### src/rtl/mod_pkg.sv
// Shared constants for the 2ASK/QPSK modulator chain: PN7 generator
// defaults and the phase_sel encoding understood by the carrier mixer.
package mod_pkg;

    localparam logic [6:0] PN7_TAPS = 7'b1100000;   // x^7 + x^6 + 1
    localparam logic [6:0] PN7_SEED = 7'b1111111;

    localparam logic [1:0] PH_0   = 2'd0;
    localparam logic [1:0] PH_90  = 2'd1;
    localparam logic [1:0] PH_180 = 2'd2;
    localparam logic [1:0] PH_270 = 2'd3;

    // Gray mapping of a dibit onto the carrier phase index.
    function automatic logic [1:0] gray_phase(input logic i_bit, input logic q_bit);
        logic [1:0] ph;
        case ({i_bit, q_bit})
            2'b00:   ph = PH_0;
            2'b01:   ph = PH_90;
            2'b11:   ph = PH_180;
            default: ph = PH_270;
        endcase
        return ph;
    endfunction

endpackage

### src/rtl/pn_lfsr.sv
// Fibonacci LFSR with step/load controls. An all-zero state can never
// advance on its own, so a step from zero reloads the seed instead.
module pn_lfsr
    import mod_pkg::*;
#(
    parameter int             W    = 7,
    parameter logic [W-1:0]   TAPS = PN7_TAPS,
    parameter logic [W-1:0]   SEED = PN7_SEED
) (
    input  logic clk_i,
    input  logic rst_i,
    input  logic step_i,
    input  logic load_i,
    output logic out_o,
    output logic at_seed_o
);

    logic [W-1:0] lfsr_q;
    logic [W-1:0] lfsr_d;
    logic         fb;

    // Next state: load wins over step; zero state escapes to the seed.
    always_comb begin
        fb     = ^(lfsr_q & TAPS);
        lfsr_d = lfsr_q;
        if (load_i) begin
            lfsr_d = SEED;
        end else if (step_i) begin
            if (lfsr_q == '0) begin
                lfsr_d = SEED;
            end else begin
                lfsr_d = {lfsr_q[W-2:0], fb};
            end
        end
    end

    // State register.
    always_ff @(posedge clk_i or posedge rst_i) begin
        if (rst_i) begin
            lfsr_q <= SEED;
        end else begin
            lfsr_q <= lfsr_d;
        end
    end

    assign out_o     = lfsr_q[W-1];
    assign at_seed_o = (lfsr_q == SEED);

endmodule

### src/rtl/pn_dibit_source.sv
// PN7 baseband source: one bit per rising edge of the 100 kHz divider
// level, presented as a 2ASK bit and packed in pairs into Gray-coded QPSK
// dibits. A watchdog flags a divider that has stopped toggling.
module pn_dibit_source
    import mod_pkg::*;
#(
    parameter int                  LFSR_W   = 7,
    parameter logic [LFSR_W-1:0]   TAPS     = PN7_TAPS,
    parameter logic [LFSR_W-1:0]   SEED     = PN7_SEED,
    parameter int                  WDOG_MAX = 1023
) (
    input  logic       clk50,
    input  logic       rst,
    input  logic       clk100k,
    input  logic       en,
    input  logic       sync_clr,
    output logic       ask_bit,
    output logic       ask_valid,
    output logic       qpsk_i,
    output logic       qpsk_q,
    output logic [1:0] phase_sel,
    output logic       qpsk_valid,
    output logic       frame_start,
    output logic       clk_lost
);

    localparam int WDOG_W = 10;
    localparam logic [WDOG_W-1:0] WDOG_TOP = WDOG_W'(WDOG_MAX);

    logic              clk100k_q;
    logic              tick;
    logic              lfsr_out;
    logic              lfsr_at_seed;

    logic              half_q,        half_d;
    logic              hold_q,        hold_d;
    logic              ask_bit_q,     ask_bit_d;
    logic              ask_valid_q,   ask_valid_d;
    logic              qpsk_i_q,      qpsk_i_d;
    logic              qpsk_q_q,      qpsk_q_d;
    logic [1:0]        phase_sel_q,   phase_sel_d;
    logic              qpsk_valid_q,  qpsk_valid_d;
    logic              frame_start_q, frame_start_d;
    logic [WDOG_W-1:0] wdog_q,        wdog_d;
    logic              clk_lost_q,    clk_lost_d;

    // The edge register tracks the level even while disabled, so
    // re-enabling with the divider already high does not fake an edge.
    assign tick = clk100k & ~clk100k_q & en;

    pn_lfsr #(
        .W    (LFSR_W),
        .TAPS (TAPS),
        .SEED (SEED)
    ) u_lfsr (
        .clk_i     (clk50),
        .rst_i     (rst),
        .step_i    (tick & ~sync_clr),
        .load_i    (sync_clr),
        .out_o     (lfsr_out),
        .at_seed_o (lfsr_at_seed)
    );

    // Output, pairing and watchdog next-state logic.
    always_comb begin
        half_d        = half_q;
        hold_d        = hold_q;
        ask_bit_d     = ask_bit_q;
        ask_valid_d   = 1'b0;
        qpsk_i_d      = qpsk_i_q;
        qpsk_q_d      = qpsk_q_q;
        phase_sel_d   = phase_sel_q;
        qpsk_valid_d  = 1'b0;
        frame_start_d = 1'b0;

        if (sync_clr) begin
            half_d = 1'b0;
        end else if (tick) begin
            ask_bit_d     = lfsr_out;
            ask_valid_d   = 1'b1;
            frame_start_d = lfsr_at_seed;
            if (!half_q) begin
                hold_d = lfsr_out;
                half_d = 1'b1;
            end else begin
                qpsk_i_d     = hold_q;
                qpsk_q_d     = lfsr_out;
                phase_sel_d  = gray_phase(hold_q, lfsr_out);
                qpsk_valid_d = 1'b1;
                half_d       = 1'b0;
            end
        end

        // Restart the count on sync_clr too, otherwise a saturated
        // counter would re-raise clk_lost on the very next cycle.
        if (!en || tick || sync_clr) begin
            wdog_d = '0;
        end else if (wdog_q != WDOG_TOP) begin
            wdog_d = wdog_q + 1'b1;
        end else begin
            wdog_d = wdog_q;
        end

        clk_lost_d = sync_clr ? 1'b0 : (clk_lost_q | (wdog_d == WDOG_TOP));
    end

    // State registers; the edge register resets high so a divider that is
    // already high at reset release does not produce a tick.
    always_ff @(posedge clk50 or posedge rst) begin
        if (rst) begin
            clk100k_q     <= 1'b1;
            half_q        <= 1'b0;
            hold_q        <= 1'b0;
            ask_bit_q     <= 1'b0;
            ask_valid_q   <= 1'b0;
            qpsk_i_q      <= 1'b0;
            qpsk_q_q      <= 1'b0;
            phase_sel_q   <= PH_0;
            qpsk_valid_q  <= 1'b0;
            frame_start_q <= 1'b0;
            wdog_q        <= '0;
            clk_lost_q    <= 1'b0;
        end else begin
            clk100k_q     <= clk100k;
            half_q        <= half_d;
            hold_q        <= hold_d;
            ask_bit_q     <= ask_bit_d;
            ask_valid_q   <= ask_valid_d;
            qpsk_i_q      <= qpsk_i_d;
            qpsk_q_q      <= qpsk_q_d;
            phase_sel_q   <= phase_sel_d;
            qpsk_valid_q  <= qpsk_valid_d;
            frame_start_q <= frame_start_d;
            wdog_q        <= wdog_d;
            clk_lost_q    <= clk_lost_d;
        end
    end

    assign ask_bit     = ask_bit_q;
    assign ask_valid   = ask_valid_q;
    assign qpsk_i      = qpsk_i_q;
    assign qpsk_q      = qpsk_q_q;
    assign phase_sel   = phase_sel_q;
    assign qpsk_valid  = qpsk_valid_q;
    assign frame_start = frame_start_q;
    assign clk_lost    = clk_lost_q;

endmodule

### config.mk
export PLATFORM = sky130hd
export DESIGN_NAME = pn_dibit_source
export DESIGN_NICKNAME = d
export VERILOG_FILES = /design/src/rtl/mod_pkg.sv /design/src/rtl/pn_lfsr.sv /design/src/rtl/pn_dibit_source.sv
export SDC_FILE = /design/constraint.sdc
export NUM_CORES = 1
export LEC_CHECK = 0
export ABC_AREA = 1
export CELL_PAD_IN_SITES_DETAIL_PLACEMENT = 1
export CELL_PAD_IN_SITES_GLOBAL_PLACEMENT = 1
export CORE_MARGIN = 8
export CORE_UTILIZATION = 38
export DETAILED_ROUTE_END_ITERATION = 8
export GPL_ROUTABILITY_DRIVEN = 0
export GPL_TIMING_DRIVEN = 0
export PLACE_DENSITY_LB_ADDON = 0.08
export SLEW_MARGIN = 20
export SYNTH_ARGS = -nofsm -noshare
export SYNTH_HDL_FRONTEND = slang
export SYNTH_SLANG_ARGS = --single-unit
### constraint.sdc
create_clock -name clk50 -period 1.6 [get_ports clk50]
set_input_delay 0.32 -clock clk50 [delete_from_list [all_inputs] [get_ports clk50]]
set_output_delay 0.32 -clock clk50 [all_outputs]
set_load 0.005 [all_outputs]
==> run summary <==
status - finished, violations left
failing checks - setup timing
P_leak - 0.935 nW
Post-Layout Inst Area - 1890 um2
slew margin rel. - 0.603
part of the cycle the worst path needs - 1.03
# nets final - 215
drt pass-1 iters - 4
Routed Antenna Nets - 0
Worst EP required - 1.81 ns
Crit Path Max Fanout - 4
HP Class - in2reg
pwr dens - 816 nW/um2
cell total after placement - 236
die area - 6120 um2
diode count - 0
Synth area leaders - dfrtp_1 (36%), dfstp_2 (14%), nand2_1 (10%)
number of synthesized flops with an enable pin - 0
Seq/Total Area, Yosys - 0.500
reg2reg end - clk_lost
CP endpoint kind - flip-flop
CP Class - reg2reg
min Tclk post-route - 1.64 ns
Worst Setup Start Kind - flip-flop
worst skew pair latency - 0.28 ns
fin cells - 256
I/O pin count - 14
IR drop worst, VDD - 0.620 mV
fmax - 609 MHz
Worst Max-Slew Pin Slew - 0.594 ns
Syn. warnings - 0
syn_area_per_cell - 8.42 um2
top cells by count, synth - nand2_1 (41), inv_1 (33), dfrtp_1 (21)
DP HPWL - 2.43 mm
fraction of registers with async set/reset - 1.00
Synth area leader - dfrtp_1
worst reg-to-reg setup slack - -0.04 ns
DP Area - 1660 um2
vias in the first global route - 1332
routed vias/inst - 4.81
Synth Net Count - 183
Port Buffer Count - 13
deepest clock path buffer count - 2
gr ovfl total - 0
die height - 78.3 um
FF+latch count, synth - 29
routed wire length - 3.33 mm
GRT Total Usage - 0.121
num rows - 22
FF-to-FF path depth - 11
area grow syn2layout - 28.2%
Routed WL per cell - 13.0 um
fin util - 0.512
first-pass GRT wire length - 5.93 mm
Synth top area share - 0.357
htree depth - 2
CTS Buf Count - 5
DRC Markers - 0
most common cell in the netlist - nand2_1
fin worst setup slack - -0.0426 ns
final hold slack - 0.200 ns
RR Startpoint - wdog_q[1]
WHS Path Cells - 1
initial antenna violation count - 0
largest net degree at the start of global routing - 30
max cap viols - 0
Final Hold Fails - 0
Slew Viols, Final - 0
Clk pin slew, worst setup/hold paths - 0.06 ns
critical path data arrival time - 1.85 ns
synthesized area - 1470 um2
clk root buf - clkbuf_8
vias - 1232
main flop type after synthesis - dfrtp_1
core region area - 3690 um2
RSZ-0062 raised after global routing - true
CTS tree - built
final setup vio count - 1
Yosys cell types - 25
Mapped Cells - 175
hold endpoint - clk100k_q
Die Width - 78.3 um
hold_sp - clk100k
share of cells above drive strength 1 - 0.250
clk sinks - 29
fillers - 450
Starting Density - 0.399
drt initial violations - 38
Final Skew - 0.00373 ns
-- cell type report --
class                           count  area, um2  area share
Buffer                              1       11.3     0.00596
Clock buffer                        6       72.6      0.0384
Clock inverter                      2       10.0     0.00530
Inverter                           36        140      0.0742
Multi-Input combinational cell    109        636       0.337
Sequential cell                    29        736       0.390
Tap cell                           48       60.1      0.0318
Timing Repair Buffer               25        223       0.118
-- critical path: stages, from the launching register on --
cell and delay [ns]:
dfrtp_1 0.37, ha_2 0.21, nand2_4 0.07, nor2_4 0.15, nand3_4 0.11, nand2_1 0.08, nand2_1 0.07, nor2_2 0.14
nand2_1 0.06, nor2_1 0.10, nand3_1 0.09, a21oi_2 0.12
-- worst max path at each step --
stage / start / endpoint / slack (ns) / cells after the start
final: wdog_q[1] / clk_lost / -0.04 / 11
after CTS: wdog_q[0] / clk_lost / -0.05 / 10
after global routing: wdog_q[1] / clk_lost / -0.17 / 11
after global placement: sync_clr / clk_lost / -0.38 / 8
after floorplan: wdog_q[0] / clk_lost / 0.10 / 10
after detailed placement: sync_clr / clk_lost / -0.46 / 8
-- report_power, final --
group / internal, mW / switching [mW] / total (mW)
Combinational: 0.0891 / 0.0836 / 0.173
Clock: 0.300 / 0.269 / 0.569
Sequential: 0.774 / 0.0241 / 0.798
-- routing by layer --
layer / track usage / up-vias / part of all wire
met1: 0.128 / 600 / 0.42
met4: 0.0611 / 0 / 0.021
li1: - / 613 / -
met5: 0 / - / 0
met3: 0.0319 / 6 / 0.026
met2: 0.217 / 13 / 0.54
-- per-stage QoR --
step / total power, mW / setup slack (ns) / TNS (ns)
4_1_cts: 1.56 / -0.0504 / -0.0504
3_3_place_gp: 0.958 / -0.378 / -4.90
5_1_grt: 1.61 / -0.174 / -0.174
6_report: 1.54 / -0.0426 / -0.0426
3_5_place_dp: 0.965 / -0.458 / -6.81
2_1_floorplan: 0.875 / 0.100 / 0
-- registers in the layout (all words and copies together) (netlist names) --
| name | cells |
|---|---|
| u_lfsr.lfsr_q | 7 |
| clk_lost | 1 |
| ask_valid | 1 |
| qpsk_q | 1 |
| frame_start | 1 |
| phase_sel | 2 |
| qpsk_valid | 1 |
| half_q | 1 |
| qpsk_i | 1 |
| hold_q | 1 |
| clk100k_q | 1 |
| ask_bit | 1 |
| wdog_q | 10 |
-- cell families after synthesis --
group / Yosys count / synth area share
AO/OA/AOI/OAI: 23 / 0.107
adder cells (fa/ha/maj): 3 / 0.0255
buffers and inverters: 37 / 0.0994
flip-flops: 29 / 0.500
AND/OR/NAND/NOR: 83 / 0.268
-- what timing repair did --
item                                    4_1_cts  5_1_grt
gates cloned                                  0        0
hold buffers                                  0        0
pin swaps                                     3        8
endpoints found under the setup margin       12       12
setup buffers                                 5        7
resized for setup                             6        9
-- placed cells by master, fill, tap and decap left out --
cell type / synthesis / routed
o21ai_2: 2 / 2
inv_4: 0 / 2
clkbuf_8: 0 / 5
a41oi_4: 0 / 1
ha_1: 3 / 2
inv_2: 3 / 5
clkbuf_1: 0 / 1
a21oi_2: 1 / 1
clkinv_2: 0 / 2
o21bai_1: 1 / 1
dfrtp_1: 21 / 21
nand3_2: 1 / 1
nor2_2: 2 / 2
nand3_4: 1 / 1
ha_2: 0 / 1
nor2_1: 16 / 14
nand2_1: 41 / 41
a21oi_1: 3 / 3
buf_6: 1 / 1
dfstp_2: 8 / 8
buf_4: 0 / 12
o21ai_1: 2 / 2
o21ai_0: 6 / 6
nand2_2: 2 / 1
dlymetal6s2s_1: 0 / 1
nand2_4: 0 / 1
nand3_1: 10 / 10
nand4_1: 4 / 4
nor2_4: 2 / 4
nor3_4: 1 / 2
a22oi_1: 7 / 7
nor3_1: 3 / 2
inv_1: 33 / 29
clkdlybuf4s50_1: 0 / 12
Power figures use the tool's default switching activity.
